## src/rtl/cw_pkg.sv

```systemverilog
// Shared constants for the CW receive decoder: FSM encoding, timing thresholds
// in dot units and the element encoding used in sym_code.
package cw_pkg;
  typedef logic [2:0] state_t;

  localparam state_t IDLE  = 3'd0;
  localparam state_t MARK  = 3'd1;
  localparam state_t GAP   = 3'd2;
  localparam state_t LGAP  = 3'd3;
  localparam state_t STUCK = 3'd4;

  localparam int DASH_UNITS   = 2;
  localparam int LETTER_UNITS = 2;
  localparam int WORD_UNITS   = 5;
  localparam int STUCK_UNITS  = 8;
  localparam int MAX_ELEMS    = 6;

  localparam logic DOT  = 1'b0;
  localparam logic DASH = 1'b1;
endpackage

```

## src/rtl/cw_key_filter.sv

```systemverilog
// Key input conditioning: 2-flop synchronizer, prescaler tick and a tick-based
// deglitch filter that delays both edges equally.
module cw_key_filter #(
  parameter int CLK_DIV    = 65536,
  parameter int FILT_TICKS = 2
) (
  input  logic clk,
  input  logic rst_n,
  input  logic key_in,
  output logic key_filt,
  output logic tick
);
  localparam int PW = (CLK_DIV > 1) ? $clog2(CLK_DIV) : 1;
  localparam int FW = $clog2(FILT_TICKS + 1);

  logic [1:0]    sync;
  logic [PW-1:0] pcnt;
  logic [FW-1:0] fcnt;

  assign tick = (pcnt == PW'(CLK_DIV - 1));

  always_ff @(posedge clk) begin
    if (!rst_n) begin
      sync     <= '0;
      pcnt     <= '0;
      fcnt     <= '0;
      key_filt <= 1'b0;
    end else begin
      sync <= {sync[0], key_in};
      pcnt <= tick ? '0 : pcnt + PW'(1);
      // a new level is only accepted once it has been seen on FILT_TICKS ticks in a row
      if (tick) begin
        if (sync[1] == key_filt) begin
          fcnt <= '0;
        end else if (fcnt == FW'(FILT_TICKS - 1)) begin
          fcnt     <= '0;
          key_filt <= sync[1];
        end else begin
          fcnt <= fcnt + FW'(1);
        end
      end
    end
  end
endmodule

```

## src/rtl/cw_rx_decoder.sv

```systemverilog
// CW receive decoder: times filtered marks/spaces in ticks, classifies dots and
// dashes, assembles symbols and flags letter, word and stuck-key events.
module cw_rx_decoder
  import cw_pkg::*;
#(
  parameter int CLK_DIV    = 65536,
  parameter int UNIT_TICKS = 64,
  parameter int FILT_TICKS = 2
) (
  input  logic       clk,
  input  logic       rst_n,
  input  logic       key_in,
  output logic       key_filt,
  output logic       sym_valid,
  output logic [5:0] sym_code,
  output logic [2:0] sym_len,
  output logic       sym_err,
  output logic       word_gap,
  output logic       stuck_err
);
  localparam int CMAX = STUCK_UNITS * UNIT_TICKS;
  localparam int CW   = $clog2(CMAX + 1);

  localparam logic [CW-1:0] CNT_MAX    = CW'(CMAX);
  localparam logic [CW-1:0] DASH_T     = CW'(DASH_UNITS * UNIT_TICKS);
  localparam logic [CW-1:0] LET_LAST   = CW'(LETTER_UNITS * UNIT_TICKS - 1);
  localparam logic [CW-1:0] WORD_LAST  = CW'(WORD_UNITS * UNIT_TICKS - 1);
  localparam logic [CW-1:0] STUCK_LAST = CW'(CMAX - 1);
  localparam logic [2:0]    LEN_MAX    = 3'(MAX_ELEMS);

  logic          tick, kf_q, rise, fall, elem;
  logic [CW-1:0] cnt;
  state_t        state;
  logic [5:0]    buf_code;
  logic [2:0]    buf_len;
  logic          ovf;

  cw_key_filter #(.CLK_DIV(CLK_DIV), .FILT_TICKS(FILT_TICKS)) u_filt (
    .clk      (clk),
    .rst_n    (rst_n),
    .key_in   (key_in),
    .key_filt (key_filt),
    .tick     (tick)
  );

  assign rise = key_filt & ~kf_q;
  assign fall = ~key_filt & kf_q;
  assign elem = (cnt >= DASH_T) ? DASH : DOT;

  always_ff @(posedge clk) begin
    if (!rst_n) begin
      kf_q      <= 1'b0;
      cnt       <= '0;
      state     <= IDLE;
      buf_code  <= '0;
      buf_len   <= '0;
      ovf       <= 1'b0;
      sym_valid <= 1'b0;
      sym_code  <= '0;
      sym_len   <= '0;
      sym_err   <= 1'b0;
      word_gap  <= 1'b0;
      stuck_err <= 1'b0;
    end else begin
      kf_q      <= key_filt;
      sym_valid <= 1'b0;
      word_gap  <= 1'b0;
      stuck_err <= 1'b0;

      if (rise || fall)                  cnt <= '0;
      else if (tick && cnt != CNT_MAX)   cnt <= cnt + CW'(1);

      case (state)
        IDLE: if (rise) state <= MARK;
        MARK: begin
          // threshold tick wins over a coincident fall; the fall then ends STUCK at once
          if (tick && cnt == STUCK_LAST) begin
            stuck_err <= 1'b1;
            buf_code  <= '0;
            buf_len   <= '0;
            ovf       <= 1'b0;
            state     <= fall ? IDLE : STUCK;
          end else if (fall) begin
            if (buf_len < LEN_MAX) begin
              buf_code[buf_len] <= elem;
              buf_len           <= buf_len + 3'd1;
            end else begin
              ovf <= 1'b1;
            end
            state <= GAP;
          end
        end
        GAP: begin
          if (tick && cnt == LET_LAST) begin
            sym_valid <= 1'b1;
            sym_code  <= buf_code;
            sym_len   <= buf_len;
            sym_err   <= ovf;
            buf_code  <= '0;
            buf_len   <= '0;
            ovf       <= 1'b0;
            state     <= rise ? MARK : LGAP;
          end else if (rise) begin
            state <= MARK;
          end
        end
        LGAP: begin
          if (tick && cnt == WORD_LAST) begin
            word_gap <= 1'b1;
            state    <= rise ? MARK : IDLE;
          end else if (rise) begin
            state <= MARK;
          end
        end
        STUCK:   if (fall) state <= IDLE;
        default: state <= IDLE;
      endcase
    end
  end
endmodule
```

## config.mk

```make
export PLATFORM = sky130hd
export DESIGN_NAME = cw_rx_decoder
export DESIGN_NICKNAME = d
export VERILOG_FILES = /design/src/rtl/cw_pkg.sv /design/src/rtl/cw_key_filter.sv /design/src/rtl/cw_rx_decoder.sv
export SDC_FILE = /design/constraint.sdc
export NUM_CORES = 1
export LEC_CHECK = 0
export ABC_AREA = 1
export BUFFER_PORTS_ARGS = -buffer_cell sky130_fd_sc_hd__buf_4
export CORE_ASPECT_RATIO = 1.2
export CORE_MARGIN = 5
export CORE_UTILIZATION = 35
export DETAILED_ROUTE_END_ITERATION = 8
export MAX_ROUTING_LAYER = met4
export PLACE_DENSITY = 0.63
export RECOVER_POWER = 100
export SETUP_SLACK_MARGIN = 0.05
export SLEW_MARGIN = 20
export SYNTH_ARGS = -nofsm -noshare
export SYNTH_HDL_FRONTEND = slang
export SYNTH_SLANG_ARGS = --single-unit
```

## constraint.sdc

```tcl
create_clock -name clk -period 1.9 [get_ports clk]
set_clock_uncertainty 0.2 [all_clocks]
set_input_delay 0.285 -clock clk [delete_from_list [all_inputs] [get_ports clk]]
set_output_delay 0.285 -clock clk [all_outputs]
set_load 0.02 [all_outputs]
```

==> impl_metrics.csv, run 1 <==
group,metric,value,unit
floorplan,die_y,110.9,um
finish,nets,482,
setup_path,arrival,1.88,ns
setup_path,endpoint,"buf_code[3]$_SDFFE_PN0P_",
floorplan,start_util,36.25,%
drt,dr.pass1.iters,5,
synthesis,ys_ff_latch,58,
clock_tree,cts-root-buf,"clkbuf_8",
drt,via_count,2792,
setup_path,r2r_end,"buf_code[3]$_SDFFE_PN0P_",
global_route,grt_pass1_vias,2701,
setup_path,crit_start,"cnt[1]$_SDFFE_PP0P_",
run,cap_violations,0,
floorplan,die-area,0.01044,mm^2
finish,fill_cells,837,
timing,setup_viol,0,
drt,vias_per_cell,4.716,
clock_tree,cts_sinks,58,
timing,slew_viol_final,0,
finish,instances_no_fill,592,
placement,portBuffers,16,
clock_tree,cts_tree,"built",
timing,tightest_slew,0.3698,ns
worst_hold_path,hold_path_class,"in -> reg",
timing,finalSetupTns,0,ns
finish,layout-drive-gt1-share,23.01,%
drt,drc,0,
synthesis,synth_nets,422,
global_route,antenna_found_initial,0,
power_and_ir_drop,powerDensity,613.3,mW/mm^2
synthesis,synth-async-reset-ratio,0,%
timing,max_freq,547.3,MHz
setup_path,worstRegToRegCells,11,
timing,timing.hold.ws,0.1338,ns
finish,antenna_cells,0,
power_and_ir_drop,p_leak,0.001630,uW
global_route,grt_pass1_wl,11.72,mm
floorplan,std_cell_rows,36,
finish,design_area,0.003774,mm^2
synthesis,synth_cells,413,
synthesis,synth.cell_area,0.002972,mm^2
timing,fin_crit,1.827,ns
floorplan,io-pin-count,17,
setup_path,endpoint_kind,"flop",
synthesis,synth-edff-count,0,
finish,areaGrowthSynthToFinish,26.99,%
power_and_ir_drop,ir_drop,0.3498,mV
clock_tree,clk_transition_reported_paths,0.07,ns
timing,slew_headroom,75.27,%
global_route,grt.total_usage,14.05,%
clock_tree,clk_path_buf_depth,2,
global_route,grt_max_degree,29,
timing,rsz0062_at_grt,"yes",
timing,hold_viol,0,
setup_path,cp_data_required_time,1.95,ns
drt,totalWireLength,6.705,mm
setup_path,r2r_start,"cnt[1]$_SDFFE_PP0P_",
clock_tree,cts_buffers,9,
outcome,status,"finished clean",
placement,place_area,0.003456,mm^2
drt,ant_nets,0,
clock_tree,htreeDepth,3,
synthesis,synth-seq-area-share,39.07,%
synthesis,syn_avg_cell_area,7.195,um^2
placement,place_inst,565,
global_route,grt.overflow.total,0,
synthesis,synth.distinct_cells,32,
placement,dp_hpwl,4.599,mm
synthesis,ys_warn_count,0,
drt,drtIter0Drc,148,
floorplan,dieWidth,94.12,um
floorplan,coreArea,0.008198,mm^2
synthesis,synth_top_flop_cell,"dfxtp_1",
setup_path,path_max_fanout,8,
timing,timing.final.crit_share,96.16,%
drt,wire_per_inst,11.33,um
clock_tree,clock_latency,0.35,ns
setup_path,rrSetupSlack,0.07,ns
setup_path,path_class,"reg -> reg",
setup_path,start_kind,"flop",
placement,gp_congestion,0.8216,
stage by stage:
step | total power, uW | worst slack, ns | utilization, %
after global placement | 1312 | 0.06536 | 42.16
after global routing | 2409 | -0.08620 | 46.03
after floorplan | 1286 | 0.1112 | -
final | 2314 | 0.07295 | 46.03
after CTS | 2352 | 0.04781 | 45.44
after detailed placement | 1314 | -0.03482 | 42.16
registers in the layout, indices dropped and copies added (netlist names):
register,cells
u_filt.pcnt,16
buf_len,3
word_gap,1
cnt,10
state,3
u_filt.fcnt,2
u_filt.sync,2
sym_err,1
buf_code,6
ovf,1
u_filt.key_filt,1
kf_q,1
stuck_err,1
sym_valid,1
sym_code,6
sym_len,3
cells in the final DEF, fill, tap and decap left out, types with 3 or more instances in the layout:
| cell | Yosys | final |
|---|---|---|
| nand3_2 | 4 | 6 |
| dfxtp_2 | 0 | 7 |
| dfxtp_1 | 58 | 51 |
| nand3_1 | 31 | 29 |
| nand2_1 | 80 | 77 |
| buf_4 | 1 | 33 |
| or2_2 | 4 | 4 |
| xnor2_1 | 4 | 4 |
| clkinv_2 | 0 | 3 |
| clkbuf_1 | 3 | 18 |
| o21ai_0 | 15 | 14 |
| nor2_4 | 2 | 5 |
| xor2_1 | 12 | 12 |
| nor2_2 | 9 | 10 |
| nand2_2 | 5 | 6 |
| nand2_4 | 2 | 3 |
| o211ai_1 | 6 | 6 |
| nor4_1 | 3 | 3 |
| inv_1 | 60 | 59 |
| inv_2 | 3 | 4 |
| a21oi_1 | 28 | 28 |
| nor2_1 | 42 | 38 |
| nand4_1 | 12 | 12 |
| clkbuf_8 | 0 | 10 |
| ha_1 | 6 | 4 |
| nor3_1 | 7 | 6 |
layer usage:
layer / GRT usage (%) / vias to the layer above / share of wire (%)
li1: - / 1447 / -
met1: 17.54 / 1281 / 47
met2: 21.79 / 52 / 46
met3: 4.073 / 12 / 5.0
met4: 4.432 / 0 / 1.6
met5: - / - / 0
synthesized netlist by cell type, types with 3 or more instances:
cell type	n	area, um^2
nand2_2	5	31.28
nand3_2	4	40.04
a21oi_1	28	140.1
inv_2	3	11.26
buf_2	6	30.03
dfxtp_1	58	1161
xor2_1	12	105.1
nor2_1	42	157.7
nor4_1	3	18.77
inv_1	60	225.2
nand4_1	12	75.07
xnor2_1	4	35.03
nor3_1	7	35.03
nor2_2	9	56.30
nand2_1	80	300.3
nand3_1	31	155.2
ha_1	6	75.07
or2_2	4	25.02
o21ai_0	15	75.07
clkbuf_1	3	11.26
o211ai_1	6	45.04
power by group:
| group | switching (uW) | internal (uW) |
|---|---|---|
| logic | 33.7 | 26.1 |
| clock network | 523 | 501 |
| registers | 6.75 | 1220 |
| total | 564 | 1750 |
layout make-up:
type	instances	area, um^2	share of cell area (%)
inverter	63	236.5	6.267
timing repair buffer	60	431.7	11.44
multi-input combinational	281	1622	42.97
clock inverter	5	30.03	0.7958
tap	114	142.6	3.780
sequential	58	1170	31.00
clock buffer	11	141.4	3.747
how the worst min path moves through the flow:
stage / from / end / slack [ns] / depth (start not counted)
global placement: u_filt.sync[0]$_SDFF_PN0_ / u_filt.sync[1]$_SDFF_PN0_ / 0.21 / 2
floorplan: key_in / u_filt.sync[0]$_SDFF_PN0_ / 0.18 / 2
detailed placement: u_filt.sync[0]$_SDFF_PN0_ / u_filt.sync[1]$_SDFF_PN0_ / 0.21 / 2
CTS: rst_n / state[2]$_SDFFE_PN0P_ / 0.13 / 4
global route: rst_n / state[2]$_SDFFE_PN0P_ / 0.15 / 4
finish: rst_n / state[2]$_SDFFE_PN0P_ / 0.13 / 4
cell families (layout without fill, tap and decap cells):
group | count (synthesis) | in the layout | share of synthesized area (%)
adder cells (fa/ha/maj) | 6 | 6 | 2.526
AND/OR/NAND/NOR | 206 | 206 | 33.73
buffers and inverters | 75 | 139 | 10.36
XOR/XNOR | 16 | 16 | 4.716
flip-flops | 58 | 58 | 39.07
AO/OA/AOI/OAI | 52 | 53 | 9.600
timing repair:
item | 4_1_cts | 5_1_grt
hold buffers | 1 | 0
endpoints found under the setup margin | 20 | 38
pin swaps | 10 | 14
cloned | 0 | 1
gates resized for setup | 12 | 27
hold endpoints to repair | 1 | 0
setup buffers | 6 | 3
worst max-delay path, cell delays in order, from the launching register on:
cell and delay [ns]:
dfxtp_2 0.36, ha_4 0.16, nand2_4 0.05, nor2_4 0.13
nand2_2 0.08, nor2_4 0.15, nand3_4 0.14, nand2_8 0.12
buf_12 0.13, nand3_1 0.07, nand2_1 0.09, nor2_2 0.04
Note: power is estimated with default switching activity, not from simulation.
==> run 2: changes to the inputs <==
--- a/config.mk
+++ b/config.mk
@@ -12,7 +12,7 @@
 export CORE_UTILIZATION = 35
 export DETAILED_ROUTE_END_ITERATION = 8
 export MAX_ROUTING_LAYER = met4
-export PLACE_DENSITY = 0.63
+export PLACE_DENSITY_LB_ADDON = 0.2
 export RECOVER_POWER = 100
 export SETUP_SLACK_MARGIN = 0.05
 export SLEW_MARGIN = 20
==> run 2 against run 1 <==
Flip-flop and latch count did not move. Maximum frequency fell by 2.5%. Final cell count did not move. Critical endpoint is now sym_len[2]$_SDFFE_PN0P_.
==> impl_metrics.csv, run 2 (same netlist as run 1, synthesis figures left out) <==
group,metric,value,unit
timing,setup_viol,0,
power_and_ir_drop,ir_drop,0.3314,mV
finish,antenna_cells,0,
setup_path,arrival,1.90,ns
drt,drtIter0Drc,164,
power_and_ir_drop,powerDensity,628.5,mW/mm^2
finish,post-route-util,47.70,%
power_and_ir_drop,finalPower,2458,uW
outcome,status,"finished clean",
placement,gp_congestion,0.8633,
global_route,grt_max_degree,29,
floorplan,dieWidth,94.12,um
global_route,grt_pass1_vias,2697,
timing,tightest_slew,0.4015,ns
setup_path,cp_data_required_time,1.92,ns
run,cap_violations,0,
drt,vias_per_cell,4.704,
drt,wire_per_inst,12.22,um
setup_path,rrSetupSlack,0.03,ns
finish,fill_cells,823,
setup_path,worstRegToRegCells,10,
worst_hold_path,min_to,"sym_valid$_SDFF_PN0_",
worst_hold_path,hold_path_class,"in -> reg",
placement,pre_cts_ws,-0.06700,ns
timing,layout_setup_ws,0.02654,ns
clock_tree,clock_latency,0.35,ns
timing,timing.final.crit_share,98.60,%
global_route,grt.total_usage,14.47,%
timing,hold_viol,0,
timing,fin_crit,1.873,ns
finish,nets,482,
floorplan,io-pin-count,17,
floorplan,std_cell_rows,36,
setup_path,endpoint_kind,"flop",
finish,final_common_cell,"nand2_1",
finish,final_cell_mix,"74 x nand2_1, 56 x inv_1, 53 x dfxtp_1",
finish,instances_no_fill,592,
clock_tree,cts_tree,"built",
clock_tree,htreeDepth,3,
setup_path,r2r_start,"u_filt.pcnt[1]$_SDFF_PP0_",
finish,areaGrowthSynthToFinish,31.58,%
floorplan,coreArea,0.008198,mm^2
clock_tree,cts_buffers,9,
drt,ant_nets,0,
floorplan,die-area,0.01044,mm^2
worst_hold_path,hold_start,"rst_n",
timing,max_freq,533.8,MHz
placement,dp_hpwl,4.736,mm
setup_path,path_max_fanout,5,
timing,rsz0062_at_grt,"yes",
finish,largest_reg_flops,16,
timing,slew_viol_final,0,
floorplan,die_y,110.9,um
drt,dr.pass1.iters,4,
floorplan,start_util,36.25,%
finish,largest_register,"u_filt.pcnt",
worst_hold_path,holdPathStages,4,
finish,layout-drive-gt1-share,26.36,%
clock_tree,clk_path_buf_depth,2,
setup_path,r2r_end,"sym_len[2]$_SDFFE_PN0P_",
timing,finalSetupTns,0,ns
placement,portBuffers,16,
clock_tree,cts_sinks,58,
placement,place_inst,562,
clock_tree,cts-root-buf,"clkbuf_8",
global_route,antenna_found_initial,0,
drt,via_count,2785,
setup_path,path_class,"reg -> reg",
global_route,grt_pass1_wl,11.93,mm
setup_path,start_kind,"flop",
power_and_ir_drop,p_leak,0.001646,uW
timing,slew_headroom,73.15,%
global_route,grt.overflow.total,0,
finish,reg_top3,"u_filt.pcnt (16), cnt (10)",
drt,totalWireLength,7.237,mm
clock_tree,clk_transition_reported_paths,0.07,ns
drt,drc,0,
run 2: cell count changes in the layout (fill, tap and decap cells not counted), sizes merged:
cell          previous run  this run
clkbuf                  31        28
buf                     38        40
bufinv                   0         1
clkinv                   3         2
clkinvlp                 2         3
dlymetal6s2s             1         0
nand2                   87        88
run 2: report_power, final:
| part | internal [uW] | total (uW) | leakage [uW] | switching [uW] |
|---|---|---|---|---|
| Combinational | 25.2 | 59.2 | 0.00108 | 34.0 |
| Sequential | 1220 | 1230 | 0.000470 | 6.43 |
| Clock | 640 | 1170 | 0.0000945 | 529 |
run 2: worst max-delay path by stage:
| stage | from | end | slack [ns] |
|---|---|---|---|
| after global placement | u_filt.pcnt[0]$_SDFF_PP0_ | buf_code[0]$_SDFFE_PN0P_ | 0.03 |
| after global routing | cnt[1]$_SDFFE_PP0P_ | ovf$_SDFFE_PN0P_ | -0.07 |
| after detailed placement | u_filt.pcnt[0]$_SDFF_PP0_ | buf_len[2]$_SDFFE_PN0P_ | -0.07 |
| after CTS | state[2]$_SDFFE_PN0P_ | buf_len[0]$_SDFFE_PN0P_ | 0.04 |
| after floorplan | cnt[0]$_SDFFE_PP0P_ | buf_code[2]$_SDFFE_PN0P_ | 0.11 |
| final | u_filt.pcnt[1]$_SDFF_PP0_ | sym_len[2]$_SDFFE_PN0P_ | 0.03 |
run 2: metrics by stage:
| stage | hold slack, ns | cell area (um^2) |
|---|---|---|
| final | 0.1427 | 3910 |
| after global routing | 0.1575 | 3910 |
| after detailed placement | 0.2002 | 3408 |
| after global placement | 0.1938 | 3408 |
| after CTS | 0.1227 | 3730 |
| after floorplan | 0.1826 | 2972 |
run 2: layout make-up:
type	count	area, um^2	share of cell area [%]
well taps	114	142.6	3.648
inverters	63	244.0	6.240
clock inverters	6	66.31	1.696
clock buffers	10	137.6	3.520
repair buffers	59	464.2	11.87
flip-flops and latches	58	1167	29.86
multi-input cells	282	1688	43.17
run 2: critical path: stages, from the launching register on:
cell and delay (ns):
dfxtp_2 0.36, ha_4 0.15, nand2_4 0.05, nor2_4 0.11
nand2_4 0.08, nor2_8 0.17, nand3_4 0.18, inv_6 0.14
buf_12 0.11, clkbuf_16 0.13, a21oi_1 0.06
run 2: metal layers:
metal	routed length, um	GRT usage, %	part of all wire, %	up-vias
li1	-	-	-	1443
met4	142	7.033	2.0	0
met2	3643	22.97	50	45
met5	0	-	0	-
met3	201	2.716	2.8	11
met1	3250	17.42	45	1286
run 2: timing repair:
action                                 4_1_cts  5_1_grt
hold buffers                                 1        0
setup buffers                                4        5
gates cloned                                 1        4
pin swaps                                    9       21
resized for setup                           14       47
setup endpoints to repair                   20       48
endpoints found under the hold margin        1        0
==> run 3: changes to the inputs <==
--- a/config.mk
+++ b/config.mk
@@ -7,6 +7,8 @@
 export LEC_CHECK = 0
 export ABC_AREA = 1
 export BUFFER_PORTS_ARGS = -buffer_cell sky130_fd_sc_hd__buf_4
+export CELL_PAD_IN_SITES_DETAIL_PLACEMENT = 1
+export CELL_PAD_IN_SITES_GLOBAL_PLACEMENT = 1
 export CORE_ASPECT_RATIO = 1.2
 export CORE_MARGIN = 5
 export CORE_UTILIZATION = 35
==> run 3 against run 2 <==
Routed wire length grew 25%. First-iteration DRC count shrank 45%. Maximum frequency shrank 0.52%. Critical path depth shrank 3. Flip-flop and latch count is the same. Count of clock-buffer cells in the layout is the same. Clock power shrank 12%. Utilization grew 2.4 points. Critical endpoint is now buf_code[3]$_SDFFE_PN0P_. Largest power group unchanged.
==> impl_metrics.csv, run 3 (same netlist as run 1, synthesis figures left out) <==
group,metric,value,unit
finish,layout-drive-gt1-share,33.40,%
setup_path,arrival,1.96,ns
finish,largest_register,"u_filt.pcnt",
finish,seq_area,0.001175,mm^2
setup_path,cp_data_required_time,1.98,ns
setup_path,crit_chain,"nor3_4 -> inv_1 -> nand2_8 -> nand3_2 -> nand2_1 -> inv_1 -> nor2_2",
timing,tightest_slew,0.4358,ns
setup_path,r2r_start,"state[2]$_SDFFE_PN0P_",
power_and_ir_drop,ir_drop,0.4045,mV
floorplan,dieWidth,94.12,um
placement,dp_hpwl,5.644,mm
setup_path,start_kind,"flop",
drt,via_count,2957,
drt,totalWireLength,9.045,mm
clock_tree,clk_transition_reported_paths,0.07,ns
setup_path,path_max_fanout,8,
finish,final_cell_mix,"76 x nand2_1, 57 x inv_1, 57 x buf_4",
finish,fill_cells,1051,
floorplan,io-pin-count,17,
finish,areaGrowthSynthToFinish,38.27,%
finish,multiInputGateArea,0.001744,mm^2
timing,hold_viol,0,
drt,drc,0,
clock_tree,htreeDepth,3,
drt,vias_per_cell,4.912,
timing,slew_viol_final,0,
setup_path,endpoint_kind,"flop",
setup_path,crit_buf_inv,2,
worst_hold_path,hold_start,"rst_n",
timing,rsz0062_at_grt,"yes",
finish,antenna_cells,0,
setup_path,crit_start,"state[2]$_SDFFE_PN0P_",
setup_path,path_class,"reg -> reg",
drt,ant_nets,0,
setup_path,crit_path_max_incr_delay,0.44,ns
global_route,antenna_found_initial,0,
power_and_ir_drop,powerDensity,566.6,mW/mm^2
clock_tree,cts_tree,"built",
timing,setup_viol,0,
placement,portBuffers,16,
clock_tree,clock_latency,0.34,ns
timing,slew_headroom,70.85,%
timing,max_freq,531.0,MHz
drt,wire_per_inst,15.02,um
floorplan,start_util,36.25,%
drt,drtIter0Drc,90,
floorplan,coreArea,0.008198,mm^2
floorplan,std_cell_rows,36,
finish,final_common_cell,"nand2_1",
floorplan,die-area,0.01044,mm^2
setup_path,cp_slowest_cell,"nor3_4",
clock_tree,cts_sinks,58,
power_and_ir_drop,p_leak,0.001792,uW
power_and_ir_drop,finalPower,2328,uW
clock_tree,cts-root-buf,"clkbuf_8",
global_route,grt.overflow.total,0,
clock_tree,clk_path_buf_depth,2,
timing,fin_crit,1.883,ns
floorplan,die_y,110.9,um
setup_path,crit_top_cell,"inv_1",
clock_tree,cts_buffers,9,
finish,largest_reg_flops,16,
finish,reg_top3,"u_filt.pcnt (16), cnt (10)",
drt,dr.pass1.iters,4,
timing,timing.hold.ws,0.08205,ns
finish,nets,492,
run,cap_violations,0,
global_route,grt_max_degree,16,
timing,timing.final.crit_share,99.12,%
global_route,grt.total_usage,18.36,%
setup_path,critPathTopFamily,"simple AND/OR/NAND/NOR gates",
global_route,grt_pass1_vias,3125,
global_route,grt_pass1_wl,14.77,mm
outcome,status,"finished clean",
placement,gp_congestion,0.8140,
worst_hold_path,hold_path_class,"in -> reg",
run 3: routing by layer:
metal | part of all wire [%] | up-vias | GRT usage (%) | routed length (um)
li1 | - | 1461 | - | -
met5 | 0 | - | - | 0
met1 | 43 | 1427 | 21.12 | 3858
met3 | 3.4 | 20 | 4.820 | 306
met2 | 51 | 49 | 29.65 | 4604
met4 | 3.1 | 0 | 8.285 | 276
run 3: layout make-up:
class,count,share of cell area (%)
tap,114,3.471
timing repair buffer,69,15.23
multi-input combinational,282,42.45
sequential,58,28.59
inverter,63,5.877
clock buffer,10,3.350
clock inverter,6,1.035
run 3: repair_timing:
action / CTS / global route
cloned: 3 / 2
gates resized for setup: 32 / 43
endpoints found under the hold margin: 1 / 0
buffers inserted: 18 / 3
setup endpoints to repair: 31 / 45
pin swaps: 17 / 16
hold buffers: 1 / 0
run 3: worst paths after layout:
path,cells after the start,slack [ns],to
worst max-delay path,7,0.02,buf_code[3]$_SDFFE_PN0P_
worst min-delay path,3,0.08,sym_len[1]$_SDFFE_PN0P_
worst max register to register,7,0.02,buf_code[3]$_SDFFE_PN0P_
worst min register to register,2,0.22,u_filt.sync[1]$_SDFF_PN0_
run 3: tightest hold or removal path: stages:
cell and delay, ns:
buf_4 0.18, o21ai_2 0.08, a21oi_2 0.03
run 3: metrics by stage:
| step | setup TNS [ns] | instances | setup slack (ns) | utilization, % | cell area, um^2 |
|---|---|---|---|---|---|
| 6_report | 0 | 602 | 0.01669 | 50.12 | 4109 |
| 5_1_grt | -0.8599 | 602 | -0.08348 | 50.12 | 4109 |
| 2_1_floorplan | 0 | 413 | 0.1112 | - | 2972 |
| 4_1_cts | -0.01467 | 600 | -0.007352 | 48.08 | 3941 |
| 3_5_place_dp | -1.062 | 562 | -0.09982 | 41.73 | 3421 |
| 3_3_place_gp | 0 | 562 | 0.01680 | 41.73 | 3421 |
run 3: where the power goes:
group          leakage [uW]  total (uW)  internal (uW)  switching, uW
clock             0.0000765        1030            504            528
combinational       0.00124        67.6           29.6           38.0
sequential         0.000472        1230           1220           6.68
